File: src/rtl/muldiv_unit.sv
// Iterative radix-2 multiply/divide unit for the RV32M ops.
// One operation in flight; fixed latency of WIDTH+2 cycles after the start cycle.
// Optional build macro MULDIV_EARLY_OUT_EN: zero-operand multiplies and divide-by-zero
// skip the iteration phase and finish in two cycles.
module muldiv_unit #(
  parameter int unsigned WIDTH = 32
) (
  input  logic             clk,
  input  logic             reset,
  input  logic             start,
  input  logic [2:0]       op,
  input  logic [WIDTH-1:0] a,
  input  logic [WIDTH-1:0] b,
  output logic             busy,
  output logic             done,
  output logic [WIDTH-1:0] result
);

  localparam int unsigned CntW = $clog2(WIDTH);

  typedef enum logic [1:0] {StIdle, StCalc, StFix, StDone} state_e;

  state_e               state_q, state_d;
  logic [CntW-1:0]      cnt_q;
  logic [2:0]           op_q;
  logic [WIDTH-1:0]     a_q;       // raw dividend, returned by REM on divide-by-zero
  logic [WIDTH-1:0]     opnd_q;    // multiplicand or divisor magnitude
  logic                 neg_q;     // negate the selected result in FIX
  logic [2*WIDTH-1:0]   acc_q;     // {hi, lo}: product, or {remainder, quotient}
  logic [WIDTH-1:0]     result_q;

  logic                 accept;
  logic                 sa, sb, neg_in, shortcut;
  logic [WIDTH-1:0]     a_mag, b_mag;
  logic [WIDTH:0]       mul_sum, div_trial;
  logic [2*WIDTH-1:0]   calc_next, prod;
  logic [WIDTH-1:0]     quot, rem, fix_res;

  assign accept = start && ((state_q == StIdle) || (state_q == StDone));

  // Operand sign handling and entry decisions for a newly accepted op
  always_comb begin
    sa     = a[WIDTH-1] & ((op == 3'b001) || (op == 3'b010) || (op == 3'b100) || (op == 3'b110));
    sb     = b[WIDTH-1] & ((op == 3'b001) || (op == 3'b100) || (op == 3'b110));
    a_mag  = sa ? -a : a;
    b_mag  = sb ? -b : b;
    neg_in = 1'b0;
    case (op)
      3'b001, 3'b100: neg_in = sa ^ sb;
      3'b010, 3'b110: neg_in = sa;
      default:        neg_in = 1'b0;
    endcase
`ifdef MULDIV_EARLY_OUT_EN
    shortcut = op[2] ? (b == '0) : ((a == '0) || (b == '0));
`else
    shortcut = 1'b0;
`endif
  end

  // Next-state logic
  always_comb begin
    state_d = state_q;
    case (state_q)
      StIdle: if (start) state_d = shortcut ? StFix : StCalc;
      StCalc: if (cnt_q == CntW'(WIDTH - 1)) state_d = StFix;
      StFix:  state_d = StDone;
      StDone: begin
        if (start) state_d = shortcut ? StFix : StCalc;
        else       state_d = StIdle;
      end
      default: state_d = StIdle;
    endcase
  end

  // One iteration: shift-add for multiply, restoring shift-subtract for divide
  always_comb begin
    mul_sum   = {1'b0, acc_q[2*WIDTH-1:WIDTH]} + {1'b0, opnd_q};
    div_trial = acc_q[2*WIDTH-1:WIDTH-1] - {1'b0, opnd_q};
    if (op_q[2]) begin
      calc_next = div_trial[WIDTH] ? {acc_q[2*WIDTH-2:0], 1'b0}
                                   : {div_trial[WIDTH-1:0], acc_q[WIDTH-2:0], 1'b1};
    end else begin
      calc_next = acc_q[0] ? {mul_sum, acc_q[WIDTH-1:1]} : {1'b0, acc_q[2*WIDTH-1:1]};
    end
  end

  // Sign restoration and result selection, including RISC-V divide-by-zero values
  always_comb begin
    prod    = neg_q ? -acc_q : acc_q;
    quot    = acc_q[WIDTH-1:0];
    rem     = acc_q[2*WIDTH-1:WIDTH];
    fix_res = '0;
    case (op_q)
      3'b000:                 fix_res = prod[WIDTH-1:0];
      3'b001, 3'b010, 3'b011: fix_res = prod[2*WIDTH-1:WIDTH];
      3'b100, 3'b101:         fix_res = (opnd_q == '0) ? '1 : (neg_q ? -quot : quot);
      3'b110, 3'b111:         fix_res = (opnd_q == '0) ? a_q : (neg_q ? -rem : rem);
      default:                fix_res = '0;
    endcase
  end

  // State register
  always_ff @(posedge clk or posedge reset) begin
    if (reset) state_q <= StIdle;
    else       state_q <= state_d;
  end

  // Datapath registers: latch on accept, iterate in CALC, capture result in FIX
  always_ff @(posedge clk or posedge reset) begin
    if (reset) begin
      cnt_q    <= '0;
      op_q     <= '0;
      a_q      <= '0;
      opnd_q   <= '0;
      neg_q    <= 1'b0;
      acc_q    <= '0;
      result_q <= '0;
    end else if (accept) begin
      cnt_q  <= '0;
      op_q   <= op;
      a_q    <= a;
      opnd_q <= op[2] ? b_mag : a_mag;
      neg_q  <= neg_in;
      if (op[2])         acc_q <= {{WIDTH{1'b0}}, a_mag};
      else if (shortcut) acc_q <= '0;  // zero product without iterating
      else               acc_q <= {{WIDTH{1'b0}}, b_mag};
    end else if (state_q == StCalc) begin
      acc_q <= calc_next;
      cnt_q <= cnt_q + CntW'(1);
    end else if (state_q == StFix) begin
      result_q <= fix_res;
    end
  end

  assign busy   = (state_q == StCalc) || (state_q == StFix);
  assign done   = (state_q == StDone);
  assign result = result_q;

endmodule

File: config.mk
export PLATFORM = sky130hd
export DESIGN_NAME = muldiv_unit
export DESIGN_NICKNAME = d
export VERILOG_FILES = /design/src/rtl/muldiv_unit.sv
export SDC_FILE = /design/constraint.sdc
export NUM_CORES = 1
export LEC_CHECK = 0
export ABC_AREA = 1
export BUFFER_PORTS_ARGS = -buffer_cell sky130_fd_sc_hd__buf_2
export CAP_MARGIN = 20
export CELL_PAD_IN_SITES_DETAIL_PLACEMENT = 1
export CELL_PAD_IN_SITES_GLOBAL_PLACEMENT = 1
export CORE_UTILIZATION = 44
export CTS_CLUSTER_SIZE = 8
export DETAILED_ROUTE_END_ITERATION = 16
export PLACE_DENSITY_LB_ADDON = 0.1
export SLEW_MARGIN = 15
export SYNTH_ARGS = -nofsm -noshare
export SYNTH_HDL_FRONTEND = slang
export SYNTH_SLANG_ARGS = --single-unit
File: constraint.sdc
create_clock -name clk -period 5.64 [get_ports clk]
set_clock_uncertainty 0.2 [all_clocks]
set_input_delay 0.282 -clock clk [delete_from_list [all_inputs] [get_ports clk]]
set_output_delay 0.282 -clock clk [all_outputs]
set_load 0.01 [all_outputs]
# == Yosys cells after proc, flatten, opt, wreduce, memory -nomap -nowiden ==
# Index checks and enable logic that the tools add are counted.
# totals
ff_bits,171
output_inout_bits,34
# op_classes
n_addsub,8
eq_ne,17
mux,22
n_bitwise,5
n_reduce_logical,19
# op_table
cell,count
64-bit 2-to-1 mux,6
32-bit 2-to-1 mux,8
32-bit negation,4
32-bit one-hot mux with 4 select lines,1
64-bit negation,1
32-bit by 32-bit adder with 33-bit output,1
33-bit by 32-bit subtractor with 33-bit output,1
32-bit zero test,1
3-bit equality test (second input constant),6
5-bit 2-to-1 mux,2
3-bit by 2-bit equality test with 1-bit output (second input constant),3
2-bit one-hot mux with 4 select lines,1
2-bit OR reduction,4
1-bit logical OR,7
3-bit by 1-bit equality test with 1-bit output (second input constant),2
5-bit by 1-bit adder with 5-bit output (second input constant),1
5-bit equality test (second input constant),1
2-bit equality test (second input constant),2
2-bit 2-to-1 mux,2
2-bit inequality test (second input constant),2
3-bit zero test,1
3-bit AND reduction,1
3-bit OR reduction,1
1-bit AND,2
9 further kinds,10

# == Depth between registers and ports, before layout ==
# depth
word_depth,8
depth_mapped,19
ltp_nobuf,18

# == Worst setup path before layout ==
# Ideal clock, no wire load.
# synth_timing
kind,register -> register
from,register acc_q[31]
to,register acc_q[41]
setup_ps,117
arrival_time_ps,2150
path_slack_ps,3174
stages_incl_launch_ff,19
n_path_buf,1
period_less_slack_ps,2466
cell_sequence,dfrtp_1 inv_1 ha_1 fa_1 inv_1 nand2_1 nand2_1 nand3_1 nand2_2 nand2_1 nand2_2 nand2_2 nand3_1 nand2_4 buf_4 nand2_1 nand3_1 nand2_1 nand2_1
# synth_via
elab_chain_cells,5
# synth_lines
element,line_no,source
from (decl),29,logic [2*WIDTH-1:0] acc_q;
from (signal assigned),124,"if (op[2]) acc_q <= {{WIDTH{1'b0}}, a_mag};"
from (signal assigned),126,"else acc_q <= {{WIDTH{1'b0}}, b_mag};"
from (signal assigned),128,acc_q <= calc_next;
33-bit by 32-bit subtractor with 33-bit output,78,"div_trial = acc_q[2*WIDTH-1:WIDTH-1] - {1'b0, opnd_q};"
64-bit 2-to-1 mux,80,"calc_next = div_trial[WIDTH] ? {acc_q[2*WIDTH-2:0], 1'b0}"
64-bit 2-to-1 mux,79,if (op_q[2]) begin
64-bit 2-to-1 mux,127,end else if (state_q == StCalc) begin
64-bit 2-to-1 mux,118,end else if (accept) begin
# Every way passes these cells. The select of a mux whose other input is x is not followed.
# A chain may end at the register's enable or synchronous reset.

# == Final worst setup path ==
# layout_timing
from,register state_q[0]
to,register result_q[18] (netlist: result[18])
# layout_via
elab_chain_cells,5
# layout_lines
element,line_no,source
from (decl),23,"state_e state_q, state_d;"
from (signal assigned),104,if (reset) state_q <= StIdle;
from (signal assigned),105,else state_q <= state_d;
2-bit equality test or 2-bit zero test (tied branches),39,assign accept = start && ((state_q == StIdle) || (state_q == StDone));
1-bit logical OR,39,
1-bit logical AND,39,
1-bit NOT (no line),--,
3-bit AND reduction (no line) (*),--,
to (signal assigned),131,result_q <= fix_res;
to (decl),30,logic [WIDTH-1:0] result_q;
# Every way passes the cells marked *; elsewhere a longest branch is shown, timed or not.

==> metrics.cfg <==
[logic_synthesis]
synth.yosys.seq_area_share_pct=21.8
synth-edff-count=0
synth_top_flop_cell=dfrtp_1
syn_inst=3516
avgSynthCellArea_um2=5.58
synth_warnings=0
synth_area_um2=19600
ys_ff_latch=171
synthArstFlopShare_pct=100
synth_cell_types=53
syn-num-nets=3663

[worst_setup_path]
r2r_setup_slack_ps=1980
path_class=flip-flop to flip-flop
r2r_end=result[18]
start_kind=flip-flop
arrival_ps=3880
rr_startpoint=state_q[0]
reg2reg_depth=13
cp_max_fo=36
end_kind=flip-flop
cp-startpoint=state_q[0]
required_ps=5860

[min_path]
hold_path_startpoint=b[13]
whs_path_depth=3
hold_path_end=opnd_q[13]
min_path_type=primary input to flip-flop

[floorplan]
die_y_um=213
rows=76
core-area_um2=43600
die_x_um=213
die_area_um2=45400
boundaryPins=104
initial_core_util_pct=45.0

[outcome]
status=finished clean

[drt]
via_count=25200
antenna_left=0
routed_wl_mm=103
drt_iter0_drc=2981
vias_per_cell=6.03
drcViolationCount=0
dr.pass1.iters=5
drt-wirelength-per-cell_um=24.8

[clock_tree]
cts_buffer_depth=2
clk_pin_slew_ps=80
htreeDepth=4
post-cts-setup-buffers=0
root_buffer=clkbuf_16
cts_resized=0
numClockSinks=171
clock_latency_ps=490
postCtsHoldBufs=31
numCtsBuffers=17
cts_tree=yes

[power]
leakage_nw=11.7
irDropWorstVdd_mv=0.563
combPwrFrac_pct=71.1
power.switching_mw=8.94
total_power_mw=14.1
switching_share_pct=63.2
p_per_area_nw_per_um2=660
pwr-share-clk_pct=8.8
power.internal_mw=5.21
seqPwrFrac_pct=20.0

[layout]
drive_above_1_share_pct=6.20
stdcell_count=4169
fin_area_um2=21400
final_core_util_pct=49.2
final_common_cell=nand2_1
nets=3714
area_delta_synth_final_pct=9.34
layout_common_cells=nand2_1, inv_1, nand3_1

[grt]
overflow=0
grt_pass1_vias=24700
grt_usage_pct=45.6
antenna_found_initial=5
grt_pass1_wl_mm=152
grt_max_degree=85

[sta]
setup_viol=0
grt_setup_unrepaired=no
slew_headroom_pct=30.9
period_share_pct=64.9
hold_violations=0
finalSetupTns_ps=0
slew_violations=0
tightest_slew_ps=1040
max_freq_ghz=0.273
timing.final.crit_period_ps=3660

[placement]
hpwl_mm=82.6
place_inst=4102
post_dp_cell_area_um2=20500
globalplace.congestion=1.08
placement.io_buffers=103

[flow_run]
cap_viol_max_count=0

Yosys cell counts (all sizes together) (28+ instances only):
library cell / n / area share (%)
buf: 36 / 1.1
nor2: 349 / 7.0
clkbuf: 91 / 1.7
nor3: 30 / 0.84
inv: 512 / 9.8
o21ai: 135 / 3.5
nand4: 42 / 1.4
dfrtp: 171 / 22
nand3: 333 / 8.6
ha: 75 / 4.8
a21oi: 153 / 4.0
nand2: 1366 / 26
a221oi: 28 / 1.3
xor2: 67 / 3.0
o211ai: 32 / 1.2
registers in the layout, indices dropped and copies added (netlist names):
name,cells
acc_q,64
state_q,2
a_q,32
op_q,3
cnt_q,5
neg_q,1
result,32
opnd_q,32
metrics by stage:
stage	worst slack, ps	hold WS (ps)
after floorplan	526	203
after detailed placement	2230	157
final	1980	22.1
after global placement	2120	145
after CTS	2220	3.98
after global routing	1760	21.9
how the worst max path moves through the flow:
| stage | cells after the start | to |
|---|---|---|
| detailed placement | 13 | result[4] |
| global placement | 10 | result[19] |
| global route | 13 | result[25] |
| finish | 13 | result[18] |
| floorplan | 1 | a_q[0] |
| CTS | 13 | result[4] |
layout make-up:
class / count / area (um^2)
Fill cell: 6383 / 22100
Multi-Input combinational cell: 2703 / 12900
Sequential cell: 171 / 4280
Inverter: 515 / 1940
Timing Repair Buffer: 159 / 1020
Tap cell: 585 / 732
Clock buffer: 18 / 439
Clock inverter: 14 / 149
Antenna cell: 4 / 10.0
kinds of logic (layout without fill, tap and decap cells):
logic type / Yosys count / count (layout) / share of synthesized area (%)
AO/OA/AOI/OAI: 393 / 393 / 11.7
XOR/XNOR: 80 / 80 / 3.57
adder cells (fa/ha/maj): 77 / 77 / 4.99
buffers and inverters: 642 / 706 / 12.7
flip-flops: 171 / 171 / 21.8
other: 0 / 4 / 0
AND/OR/NAND/NOR: 2153 / 2153 / 45.2
critical path, cell delays in order, from the launching register on:
cell,delay [ps]
dfrtp_1,460
inv_1,150
ha_1,340
inv_1,80
nand2_2,390
inv_1,190
nor2_4,140
nand2_1,80
buf_4,270
inv_1,800
o21ai_0,230
inv_1,110
nand2_1,60
nand2_1,50
power groups by stage:
stage                     clock network, mW  registers [mW]  logic, mW
final                                  1.25            2.84       10.1
after global routing                   1.29            2.83       10.8
after CTS                              1.25            2.73       9.65
after detailed placement                  0            2.75       9.57
after global placement                    0            2.72       9.26
after floorplan                           0            2.22       6.45
layer usage:
layer / vias up / global-route usage, % / share of wire (%)
li1: 11200 / - / -
met1: 12200 / 60.1 / 41
met2: 1428 / 67.2 / 42
met3: 321 / 12.1 / 11
met4: 4 / 25.4 / 5.9
met5: - / 0 / 0.022
(Power assumes the default switching activity.)
